### src/rtl/lsq_pkg.sv
// Shared definitions for the load/store queue: opcodes, memory size codes,
// queue entry layout, control FSM states and small opcode decode helpers.
package lsq_pkg;

    localparam int LSQ_TAG_W = 5;
    localparam int LSQ_OP_W  = 6;

    // Memory opcodes handled by the queue
    localparam logic [LSQ_OP_W-1:0] OP_LB  = 6'd1;
    localparam logic [LSQ_OP_W-1:0] OP_LH  = 6'd2;
    localparam logic [LSQ_OP_W-1:0] OP_LW  = 6'd3;
    localparam logic [LSQ_OP_W-1:0] OP_LBU = 6'd4;
    localparam logic [LSQ_OP_W-1:0] OP_LHU = 6'd5;
    localparam logic [LSQ_OP_W-1:0] OP_SB  = 6'd6;
    localparam logic [LSQ_OP_W-1:0] OP_SH  = 6'd7;
    localparam logic [LSQ_OP_W-1:0] OP_SW  = 6'd8;

    // mem_size encodings
    localparam logic [1:0] SIZE_WORD = 2'd0;
    localparam logic [1:0] SIZE_BYTE = 2'd1;
    localparam logic [1:0] SIZE_HALF = 2'd2;

    typedef enum logic [1:0] {
        ST_IDLE     = 2'd0,
        ST_WAIT_ACK = 2'd1,
        ST_RESP     = 2'd2,
        ST_DRAIN    = 2'd3
    } lsq_state_e;

    // Only the low 12 bits of the offset are meaningful, so only those are kept.
    typedef struct packed {
        logic                 valid;
        logic [LSQ_OP_W-1:0]  op;
        logic [LSQ_TAG_W-1:0] tag;
        logic [11:0]          imm;
        logic [LSQ_TAG_W-1:0] q1;
        logic [31:0]          v1;
        logic [LSQ_TAG_W-1:0] q2;
        logic [31:0]          v2;
        logic                 reported;
        logic                 committed;
    } lsq_entry_t;

    function automatic logic is_load(input logic [LSQ_OP_W-1:0] op);
        return op inside {OP_LB, OP_LH, OP_LW, OP_LBU, OP_LHU};
    endfunction

    function automatic logic is_store(input logic [LSQ_OP_W-1:0] op);
        return op inside {OP_SB, OP_SH, OP_SW};
    endfunction

    function automatic logic [1:0] op_size(input logic [LSQ_OP_W-1:0] op);
        logic [1:0] sz;
        sz = SIZE_WORD;
        if (op inside {OP_LB, OP_LBU, OP_SB}) sz = SIZE_BYTE;
        if (op inside {OP_LH, OP_LHU, OP_SH}) sz = SIZE_HALF;
        return sz;
    endfunction

endpackage

### src/rtl/lsq_load_ext.sv
// Load data extension: turns low-justified memory read data into the
// architectural load value according to the load opcode.
module lsq_load_ext
    import lsq_pkg::*;
(
    input  logic [LSQ_OP_W-1:0] op_i,
    input  logic [31:0]         rdata_i,
    output logic [31:0]         data_o
);

    // Sign- or zero-extend byte/half loads; words pass through untouched
    always_comb begin
        data_o = rdata_i;
        case (op_i)
            OP_LB:   data_o = {{24{rdata_i[7]}}, rdata_i[7:0]};
            OP_LBU:  data_o = {24'h000000, rdata_i[7:0]};
            OP_LH:   data_o = {{16{rdata_i[15]}}, rdata_i[15:0]};
            OP_LHU:  data_o = {16'h0000, rdata_i[15:0]};
            default: data_o = rdata_i;
        endcase
    end

endmodule

### src/rtl/lsb_queue.sv
// Load/store queue: holds memory ops in program order, snoops the CDB for
// operands, reports store-ready and load results, and issues one memory op
// at a time from the head. Stores reach memory only after ROB commit, and
// committed stores survive a flush.
module lsb_queue
    import lsq_pkg::*;
#(
    parameter int DEPTH = 8,
    parameter int TAG_W = LSQ_TAG_W,
    parameter int OP_W  = LSQ_OP_W
) (
    input  logic             clk,
    input  logic             rst,
    input  logic             flush_in,
    input  logic             disp_valid,
    input  logic [OP_W-1:0]  disp_op,
    input  logic [TAG_W-1:0] disp_tag,
    input  logic [31:0]      disp_imm,
    input  logic [TAG_W-1:0] disp_q1,
    input  logic [TAG_W-1:0] disp_q2,
    input  logic [31:0]      disp_v1,
    input  logic [31:0]      disp_v2,
    output logic             full_out,
    input  logic             cdb_valid,
    input  logic [TAG_W-1:0] cdb_tag,
    input  logic [31:0]      cdb_data,
    input  logic             commit_valid,
    input  logic [TAG_W-1:0] commit_tag,
    output logic             mem_req,
    output logic             mem_we,
    output logic [31:0]      mem_addr,
    output logic [31:0]      mem_wdata,
    output logic [1:0]       mem_size,
    input  logic             mem_ack,
    input  logic [31:0]      mem_rdata,
    output logic             res_valid,
    output logic [TAG_W-1:0] res_tag,
    output logic [31:0]      res_data
);

    localparam int PTR_W = $clog2(DEPTH);
    typedef logic [PTR_W:0] ptr_t;

    // Queue storage and pointers (extra MSB is the wrap bit)
    lsq_entry_t ent_q [DEPTH];
    lsq_entry_t ent_d [DEPTH];
    lsq_entry_t snp   [DEPTH];
    ptr_t       head_q, head_d, tail_q, tail_d;
    ptr_t       count;
    ptr_t       ncomm;

    lsq_state_e state_q, state_d;

    // Issued-op registers; held stable for the whole memory transaction
    logic [31:0]          mem_addr_q, mem_addr_d;
    logic [31:0]          mem_wdata_q, mem_wdata_d;
    logic [1:0]           mem_size_q, mem_size_d;
    logic                 iss_we_q, iss_we_d;
    logic [LSQ_OP_W-1:0]  iss_op_q, iss_op_d;
    logic [LSQ_TAG_W-1:0] iss_tag_q, iss_tag_d;

    logic                 res_valid_q, res_valid_d;
    logic [TAG_W-1:0]     res_tag_q, res_tag_d;
    logic [31:0]          res_data_q, res_data_d;

    logic [DEPTH-1:0]     sr_cand, cm_cand;
    logic                 sr_found, cm_found;
    logic [PTR_W-1:0]     sr_idx, cm_idx;
    logic [PTR_W-1:0]     head_idx, tail_idx;
    lsq_entry_t           head_ent;
    lsq_entry_t           new_ent;
    logic                 cdb_hit;
    logic                 disp_fire, issue_fire, load_done, store_done, dequeue;
    logic [31:0]          ext_data;
    logic                 unused_imm_hi;

    assign unused_imm_hi = ^disp_imm[31:12];

    assign count    = tail_q - head_q;
    assign full_out = (count == ptr_t'(DEPTH));
    assign head_idx = head_q[PTR_W-1:0];
    assign tail_idx = tail_q[PTR_W-1:0];
    assign head_ent = ent_q[head_idx];
    assign cdb_hit  = cdb_valid && (cdb_tag != '0);

    function automatic lsq_entry_t snoop(input lsq_entry_t e, input logic hit,
                                         input logic [TAG_W-1:0] t, input logic [31:0] d);
        lsq_entry_t r;
        r = e;
        if (hit && e.valid && (e.q1 == t)) begin
            r.q1 = '0;
            r.v1 = d;
        end
        if (hit && e.valid && (e.q2 == t)) begin
            r.q2 = '0;
            r.v2 = d;
        end
        return r;
    endfunction

    // Per-entry CDB capture and store-ready / commit candidate flags
    for (genvar gi = 0; gi < DEPTH; gi++) begin : g_entry
        assign snp[gi]     = snoop(ent_q[gi], cdb_hit, cdb_tag, cdb_data);
        assign sr_cand[gi] = ent_q[gi].valid && is_store(ent_q[gi].op) &&
                             (ent_q[gi].q1 == '0) && (ent_q[gi].q2 == '0) &&
                             !ent_q[gi].reported;
        assign cm_cand[gi] = ent_q[gi].valid && is_store(ent_q[gi].op) &&
                             !ent_q[gi].committed;
    end

    // Find the oldest store-ready candidate and the oldest uncommitted store
    always_comb begin : age_search
        logic [PTR_W-1:0] idx;
        idx      = '0;
        sr_found = 1'b0;
        sr_idx   = '0;
        cm_found = 1'b0;
        cm_idx   = '0;
        for (int i = 0; i < DEPTH; i++) begin
            idx = head_idx + PTR_W'(i);
            if (ptr_t'(i) < count) begin
                if (!sr_found && sr_cand[idx]) begin
                    sr_found = 1'b1;
                    sr_idx   = idx;
                end
                if (!cm_found && cm_cand[idx]) begin
                    cm_found = 1'b1;
                    cm_idx   = idx;
                end
            end
        end
    end

    assign disp_fire  = disp_valid && !full_out && !flush_in;
    assign issue_fire = (state_q == ST_IDLE) && !flush_in && (count != '0) && head_ent.valid &&
                        ((is_load(head_ent.op) && (head_ent.q1 == '0)) ||
                         (is_store(head_ent.op) && head_ent.committed &&
                          (head_ent.q1 == '0) && (head_ent.q2 == '0)));
    // A load in flight during a flush is drained and its data discarded
    assign load_done  = (state_q == ST_WAIT_ACK) && mem_ack && !iss_we_q && !flush_in;
    assign store_done = (state_q == ST_WAIT_ACK) && mem_ack && iss_we_q;
    assign dequeue    = load_done || store_done;

    lsq_load_ext u_load_ext (
        .op_i    (iss_op_q),
        .rdata_i (mem_rdata),
        .data_o  (ext_data)
    );

    // FSM state register
    always_ff @(posedge clk or posedge rst) begin
        if (rst) state_q <= ST_IDLE;
        else     state_q <= state_d;
    end

    // FSM next-state: issue, wait for ack, optional result cycle, drain on flush
    always_comb begin
        state_d = state_q;
        case (state_q)
            ST_IDLE: begin
                if (issue_fire) state_d = ST_WAIT_ACK;
            end
            ST_WAIT_ACK: begin
                if (flush_in && !iss_we_q) state_d = mem_ack ? ST_IDLE : ST_DRAIN;
                else if (mem_ack)          state_d = iss_we_q ? ST_IDLE : ST_RESP;
            end
            ST_RESP: state_d = ST_IDLE;
            ST_DRAIN: begin
                if (mem_ack) state_d = ST_IDLE;
            end
            default: state_d = ST_IDLE;
        endcase
    end

    // FSM outputs: request stays up through WAIT_ACK and DRAIN
    always_comb begin
        mem_req = (state_q == ST_WAIT_ACK) || (state_q == ST_DRAIN);
        mem_we  = (state_q == ST_WAIT_ACK) && iss_we_q;
    end

    assign mem_addr  = mem_addr_q;
    assign mem_wdata = mem_wdata_q;
    assign mem_size  = mem_size_q;
    assign res_valid = res_valid_q;
    assign res_tag   = res_tag_q;
    assign res_data  = res_data_q;

    // Next queue contents: snoop, commit, report, issue, dequeue, dispatch, flush
    always_comb begin
        for (int i = 0; i < DEPTH; i++) ent_d[i] = snp[i];
        head_d      = head_q;
        tail_d      = tail_q;
        ncomm       = '0;
        new_ent     = '0;
        res_valid_d = 1'b0;
        res_tag_d   = res_tag_q;
        res_data_d  = res_data_q;
        mem_addr_d  = mem_addr_q;
        mem_wdata_d = mem_wdata_q;
        mem_size_d  = mem_size_q;
        iss_we_d    = iss_we_q;
        iss_op_d    = iss_op_q;
        iss_tag_d   = iss_tag_q;

        if (commit_valid && cm_found && (ent_q[cm_idx].tag == commit_tag))
            ent_d[cm_idx].committed = 1'b1;

        // Load result has priority; a blocked store-ready is retried next cycle
        if (load_done) begin
            res_valid_d = 1'b1;
            res_tag_d   = iss_tag_q;
            res_data_d  = ext_data;
        end else if (sr_found && !flush_in) begin
            res_valid_d = 1'b1;
            res_tag_d   = ent_q[sr_idx].tag;
            res_data_d  = '0;
            ent_d[sr_idx].reported = 1'b1;
        end

        if (issue_fire) begin
            mem_addr_d  = head_ent.v1 + {{20{head_ent.imm[11]}}, head_ent.imm};
            mem_wdata_d = is_store(head_ent.op) ? head_ent.v2 : 32'h0;
            mem_size_d  = op_size(head_ent.op);
            iss_we_d    = is_store(head_ent.op);
            iss_op_d    = head_ent.op;
            iss_tag_d   = head_ent.tag;
        end

        if (dequeue) begin
            ent_d[head_idx].valid = 1'b0;
            head_d = head_q + ptr_t'(1);
        end

        if (disp_fire) begin
            new_ent.valid = 1'b1;
            new_ent.op    = disp_op;
            new_ent.tag   = disp_tag;
            new_ent.imm   = disp_imm[11:0];
            new_ent.q1    = disp_q1;
            new_ent.v1    = disp_v1;
            new_ent.q2    = disp_q2;
            new_ent.v2    = disp_v2;
            if (cdb_hit && (disp_q1 == cdb_tag)) begin
                new_ent.q1 = '0;
                new_ent.v1 = cdb_data;
            end
            if (cdb_hit && (disp_q2 == cdb_tag)) begin
                new_ent.q2 = '0;
                new_ent.v2 = cdb_data;
            end
            ent_d[tail_idx] = new_ent;
            tail_d = tail_q + ptr_t'(1);
        end

        // Committed stores form a prefix from the head, so they alone remain
        if (flush_in) begin
            for (int i = 0; i < DEPTH; i++) begin
                if (!ent_d[i].committed) ent_d[i].valid = 1'b0;
                ncomm = ncomm + ptr_t'(ent_d[i].valid);
            end
            tail_d = head_d + ncomm;
        end
    end

    // Queue, issue and result registers
    always_ff @(posedge clk or posedge rst) begin
        if (rst) begin
            for (int i = 0; i < DEPTH; i++) ent_q[i] <= '0;
            head_q      <= '0;
            tail_q      <= '0;
            mem_addr_q  <= '0;
            mem_wdata_q <= '0;
            mem_size_q  <= SIZE_WORD;
            iss_we_q    <= 1'b0;
            iss_op_q    <= '0;
            iss_tag_q   <= '0;
            res_valid_q <= 1'b0;
            res_tag_q   <= '0;
            res_data_q  <= '0;
        end else begin
            ent_q       <= ent_d;
            head_q      <= head_d;
            tail_q      <= tail_d;
            mem_addr_q  <= mem_addr_d;
            mem_wdata_q <= mem_wdata_d;
            mem_size_q  <= mem_size_d;
            iss_we_q    <= iss_we_d;
            iss_op_q    <= iss_op_d;
            iss_tag_q   <= iss_tag_d;
            res_valid_q <= res_valid_d;
            res_tag_q   <= res_tag_d;
            res_data_q  <= res_data_d;
        end
    end

endmodule

### config.mk
export PLATFORM = sky130hd
export DESIGN_NAME = lsb_queue
export DESIGN_NICKNAME = d
export VERILOG_FILES = /design/src/rtl/lsq_pkg.sv /design/src/rtl/lsq_load_ext.sv /design/src/rtl/lsb_queue.sv
export SDC_FILE = /design/constraint.sdc
export NUM_CORES = 2
export LEC_CHECK = 0
export BUFFER_PORTS_ARGS = -buffer_cell sky130_fd_sc_hd__buf_2
export CAP_MARGIN = 15
export CORE_AREA = 2 2 286 316
export DETAILED_ROUTE_END_ITERATION = 8
export DIE_AREA = 0 0 288 318
export PLACE_DENSITY = 0.74
export SYNTH_ARGS = -nofsm -noshare
export SYNTH_HDL_FRONTEND = slang
export SYNTH_HIERARCHICAL = 1
export SYNTH_SLANG_ARGS = --single-unit
### constraint.sdc
create_clock -name clk -period 31.3 [get_ports clk]
set_input_delay 1.565 -clock clk [delete_from_list [all_inputs] [get_ports clk]]
set_output_delay 1.565 -clock clk [all_outputs]
set_load 0.1 [all_outputs]
==> metrics.txt <==
outcome completed; worst hold-check path type reg -> reg; FF-to-FF Start head_q[0]$_DFF_PP0_; FP Rows 115; CTS sink count 926; total of hold buffers inserted after clock tree synthesis 0; chip width 288 µm; worst vdd ir 0.0786 mV; synth warn 6; worst hold path startpoint mem_wdata[30]$_DFFE_PP0P_; critical path startpoint category register; number of nets in the layout between 5000 and 6000; Tightest Pin Transition 1260 ps; net count after synthesis around 5600; largest net degree at the start of global routing 128; type of element capturing the critical path register; CTS tree yes; pwr/cell area ~120 nW/µm²; final clock period utilization by the worst path 31.4%; leading cell types by total area after synthesis dfrtp_1, nor2_1, mux4_2; final routed DRC violation total 0; count of final max-slew check failures 0; fraction of final layout cells with drive strength greater than 1 15.7%; total I/O pin count 305; biggest fanout along the worst timing path 37; worst-case hold path end point mem_wdata[30]$_DFFE_PP0P_; f_max between 0.1 and 0.15 GHz; via count of the first global-routing pass roughly 42000; core outline area 88600 µm²; final setup violation count 0; CTS root buffer clkbuf_16; worst slack after detailed placement roughly 22000 ps; via count 43200; sequential-to-total area share from yosys stat about 47%; H-tree levels 3; Critical R2R Capture tail_q[3]$_DFFE_PP0P_; DR vias/cell 6.54; count of cells resized by post-cts repair 0; Slew Limit Headroom 15.8%; Setup Total Neg Slack 0 ps; number of input and output port buffers inserted 284; number of buffers on the longest clock path 3; most numerous cell in the Yosys netlist nor2_1; clock-pin slew on the worst setup and hold paths 60 ps; average detailed-routed wire length per instance 25.2 µm; endpoints failing hold 0; most instantiated flip-flop cell in the synthesis netlist dfrtp_1; total die area between 90000 and 100000 µm²; cts bufs inserted 97; minimum setup slack among reg-to-reg paths approximately 21000 ps; Max Cap Viol 0; fraction of post-synthesis cell area in the top cell type by area 47.2%; final weighted congestion in routability-driven placement 0.926; largest area contributor in the synthesized netlist dfrtp_1; area grow syn2layout 11.0%; half-perimeter wire length of the detailed placement result 97500 µm; Starting Density 55.4%; worst reg2reg path depth 25; Critical Path RT 31840 ps; Post-synth EDFFs 0; first-pass GRT wire length 254000 µm; initial antenna violation count 41; leakage dissipation 25.6 nW; Setup Crit Path Kind reg -> reg; post-synthesis area per instance between 9 and 10 µm²; final worst-path setup slack ~21000 ps; Synth Instances 5368; Final min period 9820 ps; final wirelength 167000 µm; total routing usage reported by global routing 36.2%; Pre-Repair DR Iteration Count 6; Fin Clk Skew around 38 ps; async set or reset register ratio after synthesis 100%; post-synthesis cell type count 112; 1st-iter DRT viols 4805; flip-flop and latch count after synthesis between 900 and 1000; most used standard cells in the synthesized netlist nor2_1, dfrtp_1, nand2_1, o22ai_1, clkbuf_1; clock latency of the later-clocked register in the worst-skew pair 710 ps; final antenna-violating net count 0; unrepaired setup endpoints after global routing false; Die Height 318 µm; Syn Std Cell Area about 50000 µm²; residual overflow from global routing 0; worst hold path stage count 2; CP arrival 10360 ps; Post-CTS Repair Setup Buffers 0
==> cell families (layout without fill, tap and decap cells) <==
| family | Yosys count | in the layout | share of synthesized area (%) |
|---|---|---|---|
| other | 0 | 16 | 0 |
| buffers and inverters | 540 | 595 | 4.50 |
| and+or+nand+nor | 2466 | 2466 | 20.8 |
| DFF | 926 | 926 | 47.2 |
| adders and majority gates | 53 | 53 | 1.46 |
| muxes | 291 | 291 | 10.8 |
| xor gates and xnor gates | 133 | 133 | 2.39 |
| AOI/OAI and AO/OA | 959 | 959 | 12.9 |
==> worst max path at each step <==
stage	slack [ps]	to	startpoint	cells past startpoint
floorplan	3700	ent_q[0]$_DFF_PP0_	rst	1
global placement	21770	tail_q[3]$_DFFE_PP0P_	head_q[0]$_DFF_PP0_	25
detailed placement	21740	tail_q[3]$_DFFE_PP0P_	head_q[0]$_DFF_PP0_	25
CTS	21660	tail_q[3]$_DFFE_PP0P_	head_q[0]$_DFF_PP0_	25
global route	21010	tail_q[3]$_DFFE_PP0P_	head_q[0]$_DFF_PP0_	25
finish	21480	tail_q[3]$_DFFE_PP0P_	head_q[0]$_DFF_PP0_	25
==> report_power, final <==
group          switching [W]  internal (W)  leakage, nW  total [W]
Combinational        0.00212       0.00122         12.3    0.00334
Sequential          0.000363       0.00175         11.4    0.00211
Clock               0.000522      0.000784         1.79    0.00131
Total                0.00300       0.00376         25.6    0.00676
==> sequential cells by signal, indices dropped and copies added, names as in the netlist <==
register and count:
ent_q 800, mem_addr 32, mem_wdata 32, res_data 32, iss_op_q 6, iss_tag_q 5, res_tag 5, head_q 4
tail_q 4, mem_size 2, state_q 2, iss_we_q 1, res_valid 1
==> through the flow <==
stage / cell area (µm²) / cells / util [%] / total power, W / hold WS (ps)
2_1_floorplan: 49100 / 5368 / - / 0.00457 / 440
3_3_place_gp: 50800 / 6414 / 57.3 / 0.00530 / 451
3_5_place_dp: 50800 / 6414 / 57.3 / 0.00540 / 456
4_1_cts: 54500 / 6593 / 61.5 / 0.00671 / 469
5_1_grt: 54500 / 6604 / 61.5 / 0.00714 / 489
6_report: 54500 / 6609 / 61.5 / 0.00676 / 468
==> cells in the final DEF, fill, tap and decap left out, types with 8 or more instances in the layout <==
cell	netlist	layout
nor2_1	1182	1160
dfrtp_1	926	923
nand2_1	912	912
o22ai_1	524	524
buf_2	8	284
mux4_2	184	184
o21ai_0	165	165
nand3_1	134	134
xor2_1	105	105
clkbuf_16	0	97
mux2i_1	96	95
buf_4	31	88
nor3_1	60	58
ha_1	46	46
inv_1	41	39
a21oi_1	37	37
o41ai_1	35	35
clkbuf_8	4	29
nand4_1	28	28
xnor2_1	27	27
a211oi_1	23	23
nor4_1	21	21
a21o_1	20	20
and3_1	19	19
bufinv_16	0	17
diode_2	0	16
nor2_4	1	16
nand2b_1	15	15
o31ai_1	14	14
a21o_2	14	14
clkinv_2	0	14
and2_1	12	12
o21a_1	12	12
o211ai_1	9	9
or3_1	11	9
a41oi_1	9	9
a22oi_1	9	9
clkbuf_1	347	8
a211o_1	8	8
==> metal layers <==
| layer | up-vias | global-route usage (%) | part of all wire (%) |
|---|---|---|---|
| met5 | - | 0 | 0.14 |
| met4 | 42 | 20.0 | 5.7 |
| met3 | 635 | 8.90 | 12 |
| met2 | 2741 | 56.0 | 46 |
| met1 | 21100 | 46.8 | 36 |
| li1 | 18600 | - | - |
==> critical path, cell delays in order, from the launching register on <==
cell	delay (ps)
dfrtp_4	740
inv_1	480
ha_1	1050
inv_2	280
mux4_2	470
nor2_1	50
o21ai_1	440
nor4b_2	500
o21ai_4	160
nand2_2	390
mux4_2	560
mux2i_1	340
mux2i_2	140
nor4_4	680
a41oi_1	310
or3_1	420
fa_1	480
fa_1	490
inv_1	50
fa_1	440
fa_1	400
a21o_1	180
a21oi_1	170
xnor2_1	150
xnor2_1	160
a21oi_1	90
==> final cells by class <==
class                           instances  area [µm²]
Fill cell                            7313       34100
Multi-Input combinational cell       3902       23900
Sequential cell                       926       23200
Clock buffer                          134        2860
Timing Repair Buffer                  373        2100
Tap cell                             1170        1460
Clock inverter                         45         802
Inverter                               43         171
Antenna cell                           16        40.0
Power figures use the tool's default switching activity.
